<file path="src/rtl/noc_local_tx.sv">
// noc_local_tx: tile-side packetizer feeding the local (P) port of a mesh router.
// A request (destination, message type, payload length) becomes one head flit,
// followed by req_len body flits taken from the payload stream. The last flit
// carries the tail bit. Flits leave through a single output register that
// reloads at full rate, so back-to-back packets are sent without bubbles.
//
// Ports:
//   clk, rst                    clock, synchronous active-low reset
//   CONST_localx/CONST_localy   static source coordinates
//   req_valid/req_ready         request handshake
//   req_dst_x/req_dst_y         destination coordinates
//   req_msg, req_len            message type, payload flit count (0 = head only)
//   payload_valid/payload_ready payload word handshake
//   payload_data                payload word
//   data_out, data_void_out     flit to router, 1 = no flit
//   stop_in                     router backpressure
//   pkt_sent                    high in the cycle a tail flit transfers
module noc_local_tx #(
  parameter int unsigned Width = 34,
  parameter int unsigned XW    = 3,
  parameter int unsigned YW    = 3,
  parameter int unsigned MSGW  = 5,
  parameter int unsigned LENW  = 4
) (
  input  logic                  clk,
  input  logic                  rst,
  input  logic [XW-1:0]         CONST_localx,
  input  logic [YW-1:0]         CONST_localy,
  input  logic                  req_valid,
  output logic                  req_ready,
  input  logic [XW-1:0]         req_dst_x,
  input  logic [YW-1:0]         req_dst_y,
  input  logic [MSGW-1:0]       req_msg,
  input  logic [LENW-1:0]       req_len,
  input  logic                  payload_valid,
  output logic                  payload_ready,
  input  logic [Width-3:0]      payload_data,
  output logic [Width-1:0]      data_out,
  output logic                  data_void_out,
  input  logic                  stop_in,
  output logic                  pkt_sent
);

  localparam int unsigned DataWidth = Width - 2;
  localparam int unsigned HdrW      = 2*XW + 2*YW + MSGW;

  if (DataWidth < HdrW) begin : g_width_check
    $fatal(1, "noc_local_tx: Width-2 is too small to hold the header fields");
  end

  typedef enum logic {IDLE, PAYLOAD} state_e;

  state_e                 state_q;
  logic [LENW-1:0]        count_q;
  logic [Width-1:0]       data_q;
  logic                   void_q;

  logic                   load_ok;
  logic                   req_acc;
  logic                   pay_acc;
  logic                   last_word;
  logic [DataWidth-1:0]   hdr_bits;

  // The output register may take a new flit when it is empty or being drained.
  assign load_ok       = void_q | ~stop_in;
  assign req_ready     = rst & (state_q == IDLE)    & load_ok;
  assign payload_ready = rst & (state_q == PAYLOAD) & load_ok;
  assign req_acc       = req_valid & req_ready;
  assign pay_acc       = payload_valid & payload_ready;
  assign last_word     = (count_q == LENW'(1));

  // Header fields packed at the top of the data field, unused LSBs zero.
  always_comb begin
    hdr_bits = '0;
    hdr_bits[DataWidth-1 -: HdrW] = {CONST_localy, CONST_localx, req_dst_y, req_dst_x, req_msg};
  end

  always_ff @(posedge clk) begin
    if (!rst) begin
      state_q <= IDLE;
      count_q <= '0;
      data_q  <= '0;
      void_q  <= 1'b1;
    end else if (load_ok) begin
      if (req_acc) begin
        data_q <= {1'b1, (req_len == '0), hdr_bits};
        void_q <= 1'b0;
        if (req_len != '0) begin
          state_q <= PAYLOAD;
          count_q <= req_len;
        end
      end else if (pay_acc) begin
        data_q  <= {1'b0, last_word, payload_data};
        void_q  <= 1'b0;
        count_q <= count_q - LENW'(1);
        if (last_word) begin
          state_q <= IDLE;
        end
      end else begin
        // Nothing to load: go void, data_q keeps its last value.
        void_q <= 1'b1;
      end
    end
  end

  assign data_out      = data_q;
  assign data_void_out = void_q;
  assign pkt_sent      = ~void_q & ~stop_in & data_q[Width-2];

endmodule
</file>
<file path="config.mk">
export PLATFORM = sky130hd
export DESIGN_NAME = noc_local_tx
export DESIGN_NICKNAME = d
export VERILOG_FILES = /design/src/rtl/noc_local_tx.sv
export SDC_FILE = /design/constraint.sdc
export NUM_CORES = 1
export LEC_CHECK = 0
export ABC_AREA = 1
export ABC_CLOCK_PERIOD_IN_PS = 3300
export CAP_MARGIN = 20
export CORE_MARGIN = 2
export CORE_UTILIZATION = 40
export DETAILED_ROUTE_END_ITERATION = 6
export GPL_TIMING_DRIVEN = 0
export PLACE_DENSITY = 0.78
export SYNTH_ARGS = -nofsm -noshare
export SYNTH_HDL_FRONTEND = slang
export SYNTH_SLANG_ARGS = --single-unit
</file>
<file path="constraint.sdc">
create_clock -name clk -period 3.3 [get_ports clk]
set_input_delay 0.825 -clock clk [delete_from_list [all_inputs] [get_ports clk]]
set_output_delay 0.825 -clock clk [all_outputs]
set_load 0.02 [all_outputs]
</file>
==> impl_metrics.py, run 1 <==
metrics = {
    "job": {
        "drv_cap": 0,
    },
    "routing": {
        "avgRoutedWirePerCell_um": 11.2,
        "first_pass_iters": 4,
        "vias": 2040,
        "drt_iter0_markers": 94,
        "via_per_inst": 4.64,
        "ant_nets": 0,
        "remaining_drc_errors": 0,
        "wl_um": 4950,
    },
    "logic_synthesis": {
        "yosys-top-cells-area": "dfxtp_1 42%, nand2_1 15%, nor2_1 13%, o21ai_0 8.8%, nor3_2 5.2%",
        "yosysMostFrequentCell": "nand2_1",
        "synth_commonest_cells": "76 x nand2_1, 68 x nor2_1, 40 x dfxtp_1",
        "ys_seq_area_share_pct": 41.5,
        "synthCells": 285,
        "async_reset_ff_share_pct": 0,
        "synth_top_cell_by_area": "dfxtp_1",
        "synth_fp_nets": 345,
        "ys.warnings.count": 0,
        "synth_area_per_cell_sq_um": 6.77,
        "ys_ff_latch": 40,
        "synth_cell_types": 22,
        "synth_edf_count": 0,
        "synth_top_area_share_pct": 41.5,
        "synth_area_sq_um": 1930,
        "synth_flop_cell": "dfxtp_1",
    },
    "floorplanning": {
        "fp.dieArea_sq_um": 5390,
        "fp-row-count": 25,
        "die_x_um": 73.5,
        "start_util_pct": 41.1,
        "core_sq_um": 4690,
        "io_pins": 96,
        "die_h_um": 73.5,
    },
    "power": {
        "total_power_mw": 1.20,
        "p_clk_share_pct": 26.1,
        "swShare_pct": 30.0,
        "power.switching_uw": 360,
        "seqPwrFrac_pct": 45.0,
        "peakVddDrop_mv": 0.214,
        "pwr-share-comb_pct": 28.9,
        "power_leakage_nw": 1.32,
        "powerDensity_nw_per_um2": 398,
        "p_int_uw": 842,
    },
    "worst_setup_path": {
        "endpoint_kind": "output pin",
        "crit_buf_inv": 3,
        "crit_slowest_cell": "clkdlybuf4s50_1",
        "cp_data_required_time_ps": 2470,
        "crit_fanout": 3,
        "path_class": "primary input to output pin",
        "r2r-start": "data_void_out",
        "startpoint_type": "primary input",
        "crit_chain": "clkdlybuf4s50_1 -> inv_1 -> nor2_1 -> nor2_1 -> clkdlybuf4s50_1",
        "cp-startpoint": "stop_in",
        "critical-path-top-delay-family": "buffers and inverters",
        "max_stage_delay_ps": 540,
        "cp.arrival_ps": 2180,
    },
    "clocking": {
        "ctsLongestPathBuffers": 2,
        "clkTransAtPathRegs_ps": 70,
        "ctsRootBufferMaster": "clkbuf_8",
        "cts_setup_buffers": 0,
        "clock_sinks": 40,
        "clock_latency_ps": 290,
        "h-tree-depth": 2,
        "cts_buffers": 5,
        "cts_resized": 0,
        "ctsHoldBuffers": 0,
        "cts_tree": "built",
    },
    "global_route": {
        "grt_first_pass_wirelength_um": 8200,
        "grt_max_degree": 13,
        "grt_antenna_before_repair": 0,
        "grt_pass1_vias": 1822,
        "grt_usage_pct": 19.8,
        "gr-total-overflow": 0,
    },
    "timing": {
        "skew_ps": 4.48,
        "finalSetupViolCount": 0,
        "rsz0062_at_grt": "no",
        "period_share_pct": 90.9,
        "relSlewSlack_pct": 56.8,
        "tightest_slew_ps": 648,
        "period_minus_slack_ps": 3000,
        "tns_ps": 0,
        "slew_violations": 0,
        "holdWs_ps": 495,
        "fmax_ghz": 0.333,
        "finalHoldViolCount": 0,
    },
    "placed_design": {
        "gp_congestion": 0.776,
        "post-dp-hpwl_um": 3740,
        "placed_area_sq_um": 2940,
        "numPortBuffers": 94,
    },
    "finish": {
        "nFillCells": 448,
        "area_growth_pct": 56.5,
        "nets": 446,
        "final_area_sq_um": 3020,
        "antenna_cells": 0,
        "finish.utilization_pct": 64.3,
        "drive_gt1_share_pct": 8.81,
    },
    "worst_hold_path": {
        "min_from": "data_out[2]",
        "hp-class": "flip-flop to flip-flop",
    },
    "status": {
        "outcome": "completed",
    },
}
==> worst register-to-register path, delay by kind of cell (launching register included) <==
kind / cells / cell delay [ps]
and+or+nand+nor: 5 / 570
DFF: 1 / 350
buffers and inverters: 4 / 420
==> power groups by stage <==
stage	logic [mW]	clock network, mW	registers [mW]
after floorplan	0.142	0	0.593
after global placement	0.346	0	0.551
after detailed placement	0.350	0	0.552
after CTS	0.352	0.320	0.541
after global routing	0.385	0.341	0.546
final	0.348	0.314	0.541
==> final timing paths <==
check        cells past startpoint  slack (ps)      endpoint
max                              5         300     req_ready
min                              2         490   data_out[2]
max reg2reg                      9        1850  data_out[31]
min reg2reg                      2         490   data_out[2]
==> per-stage QoR <==
step | setup slack, ps | cells
6_report | 300 | 440
5_1_grt | 208 | 440
4_1_cts | 290 | 440
3_5_place_dp | 300 | 433
3_3_place_gp | 319 | 433
2_1_floorplan | 1130 | 285
==> registers in the layout (all words and copies together), names as in the netlist <==
name           cells
data_void_out      1
count_q            4
data_out          34
state_q            1
==> kinds of logic after synthesis <==
| group | count (synthesis) | share of synthesized area (%) |
|---|---|---|
| AOI/OAI and AO/OA | 38 | 9.86 |
| xor gates and xnor gates | 1 | 0.454 |
| adders and majority gates | 2 | 1.30 |
| buffers and inverters | 35 | 9.08 |
| DFF | 40 | 41.5 |
| and+or+nand+nor | 169 | 37.8 |
==> layout make-up <==
class / count / area (sq um) / share of cell area (%)
buffer: 16 / 98.8 / 3.27
clock buffer: 5 / 68.8 / 2.28
clock inverter: 2 / 12.5 / 0.414
inverter: 19 / 76.3 / 2.53
multi-input combinational: 210 / 953 / 31.6
sequential: 40 / 801 / 26.5
tap: 54 / 67.6 / 2.24
timing repair buffer: 94 / 941 / 31.2
==> placed cells by master, fill, tap and decap left out <==
cell type / n
xor2_1: 1
o21ai_0: 34
clkinv_2: 1
nand2_2: 2
buf_4: 1
nor2_2: 1
nand2_1: 76
clkdlybuf4s50_1: 94
clkbuf_8: 5
clkinvlp_4: 1
inv_1: 16
nor2_1: 68
o21ai_1: 3
clkbuf_1: 7
inv_2: 1
ha_1: 2
a21oi_1: 1
nand3_1: 5
buf_6: 4
dfxtp_1: 40
nor3_1: 5
nand3_2: 2
buf_2: 3
inv_4: 2
clkbuf_2: 1
nor3_2: 10
==> routing by layer <==
layer	part of all wire [%]	track usage, %
met5	0	0
met4	1.5	6.67
met3	7.5	6.86
met2	45	31.0
met1	46	25.3
No activity file was read; power rests on OpenSTA's default activity.
==> inputs of run 2 (changes only) <==
GPL_TIMING_DRIVEN = not set   (was 0)
==> run 2 against run 1 <==
Compared with the run above: global-route usage is 0.11 points lower; clock power is 38% higher; first-iteration DRC count is 18% higher; critical path depth is 1 lower; via count is 0.98% lower; worst setup slack worse by 9.5 ps; sequential share of layout area hardly changed.
==> impl_metrics.py, run 2 (synthesized netlist as in run 1, its figures left out) <==
metrics = {
    "worst_setup_path": {
        "cp-startpoint": "rst",
        "crit_slowest_cell": "clkdlybuf4s50_1",
        "critical-path-top-delay-family": "buffers and inverters",
        "crit_fanout": 4,
        "r2r-end": "count_q[0]",
        "cp.arrival_ps": 2180,
        "endpoint_kind": "output pin",
        "reg2reg_slack_ps": 1530,
        "reg2regPathDepth": 7,
        "crit_buf_inv": 2,
        "cp_data_required_time_ps": 2470,
        "max_stage_delay_ps": 630,
        "crit_top_cell": "clkdlybuf4s50_1",
        "path_class": "primary input to output pin",
        "startpoint_type": "primary input",
        "crit_chain": "clkdlybuf4s50_1 -> nand2_1 -> nor2_1 -> clkdlybuf4s50_1",
        "r2r-start": "data_void_out",
    },
    "floorplanning": {
        "start_util_pct": 41.1,
        "die_h_um": 73.5,
        "fp-row-count": 25,
        "core_sq_um": 4690,
        "die_x_um": 73.5,
        "fp.dieArea_sq_um": 5390,
        "io_pins": 96,
    },
    "global_route": {
        "grt_max_degree": 26,
        "grt_usage_pct": 19.7,
        "grt_antenna_before_repair": 0,
        "gr-total-overflow": 0,
        "grt_first_pass_wirelength_um": 8290,
        "grt_pass1_vias": 1869,
    },
    "routing": {
        "avgRoutedWirePerCell_um": 11.7,
        "remaining_drc_errors": 0,
        "first_pass_iters": 4,
        "wl_um": 5020,
        "ant_nets": 0,
        "vias": 2020,
        "drt_iter0_markers": 111,
        "via_per_inst": 4.70,
    },
    "timing": {
        "skew_ps": 2.52,
        "relSlewSlack_pct": 58.5,
        "finalHoldViolCount": 0,
        "rsz0062_at_grt": "no",
        "slew_violations": 0,
        "tns_ps": 0,
        "period_minus_slack_ps": 3010,
        "period_share_pct": 91.2,
        "finalSetupViolCount": 0,
        "tightest_slew_ps": 622,
        "fmax_ghz": 0.332,
    },
    "worst_hold_path": {
        "holdPathEnd": "data_out[33]",
        "min_from": "data_out[33]",
        "min_path_cells": 2,
        "hp-class": "flip-flop to flip-flop",
    },
    "finish": {
        "nets": 435,
        "layout_commonest_cell": "clkdlybuf4s50_1",
        "largest_register_ffs": 34,
        "antenna_cells": 0,
        "nFillCells": 441,
        "final_cell_mix": "95 x clkdlybuf4s50_1, 76 x nand2_1, 68 x nor2_1, 40 x dfxtp_1, 34 x o21ai_0",
        "instances_no_fill": 430,
        "area_growth_pct": 56.4,
        "drive_gt1_share_pct": 7.98,
    },
    "power": {
        "peakVddDrop_mv": 0.276,
        "power_leakage_nw": 1.31,
        "powerDensity_nw_per_um2": 436,
    },
    "clocking": {
        "ctsLongestPathBuffers": 2,
        "clock_sinks": 40,
        "ctsHoldBuffers": 0,
        "cts_setup_buffers": 0,
        "clock_latency_ps": 290,
        "clkTransAtPathRegs_ps": 70,
        "cts_buffers": 5,
        "h-tree-depth": 2,
        "cts_tree": "built",
        "ctsRootBufferMaster": "clkbuf_8",
        "cts_resized": 0,
    },
    "placed_design": {
        "dp_cells": 422,
        "post-dp-hpwl_um": 3640,
        "gp_congestion": 0.795,
        "numPortBuffers": 95,
    },
    "status": {
        "outcome": "completed",
    },
    "job": {
        "drv_cap": 0,
    },
}
==> run 2: cell count changes in the layout (fill, tap and decap cells not counted) <==
cell,change
buf_12,+1
buf_6,-4
clkinvlp_4,-1
buf_2,-3
clkbuf_2,-1
clkinv_2,-1
buf_4,+2
clkbuf_8,+2
clkdlybuf4s50_1,+1
clkbuf_1,-7
bufinv_16,+1
==> run 2: tightest hold or removal path, cell delays in order (launching register included) <==
cell and delay, ps:
dfxtp_1 330, a21oi_1 60, nor2_1 70
==> run 2: stage by stage <==
stage          instance area, sq um  util [%]  hold slack [ps]  worst slack [ps]  power (mW)
6_report                       3020      64.3              493               290        1.32
5_1_grt                        3020      64.3              510               205        1.39
4_1_cts                        3020      64.3              498               287        1.33
3_5_place_dp                   2890      61.6              483               288       0.897
3_3_place_gp                   2890      61.6              470               297       0.890
2_1_floorplan                  1930         -              523              1130       0.735
==> run 2: cell type report <==
cell class	count	area, sq um	area share (%)
clock buffers	7	96.3	3.19
clock inverters	1	30.0	0.995
inverters	19	76.3	2.53
multi-input cells	210	953	31.6
flip-flops and latches	40	801	26.5
well taps	54	67.6	2.24
repair buffers	99	993	32.9
==> run 2: worst max-delay path by stage <==
stage,to,slack [ps],cells after the start
3_5_place_dp,req_ready,290,4
4_1_cts,req_ready,290,4
5_1_grt,req_ready,200,4
6_report,req_ready,290,4
3_3_place_gp,req_ready,300,4
2_1_floorplan,payload_ready,1130,3
==> run 2: per-layer routing <==
layer | vias up | GRT usage (%) | routed length, um
met4 | 0 | 6.06 | 63
li1 | 1067 | - | -
met1 | 892 | 23.8 | 2230
met5 | - | 0 | 0
met2 | 56 | 32.9 | 2360
met3 | 5 | 6.45 | 361
==> run 2: report_power, final <==
| part | leakage (nW) | switching, mW | internal, mW |
|---|---|---|---|
| Clock | 0.0645 | 0.166 | 0.267 |
| Combinational | 0.918 | 0.169 | 0.173 |
| Sequential | 0.329 | 0.0195 | 0.522 |
| Total | 1.31 | 0.355 | 0.961 |
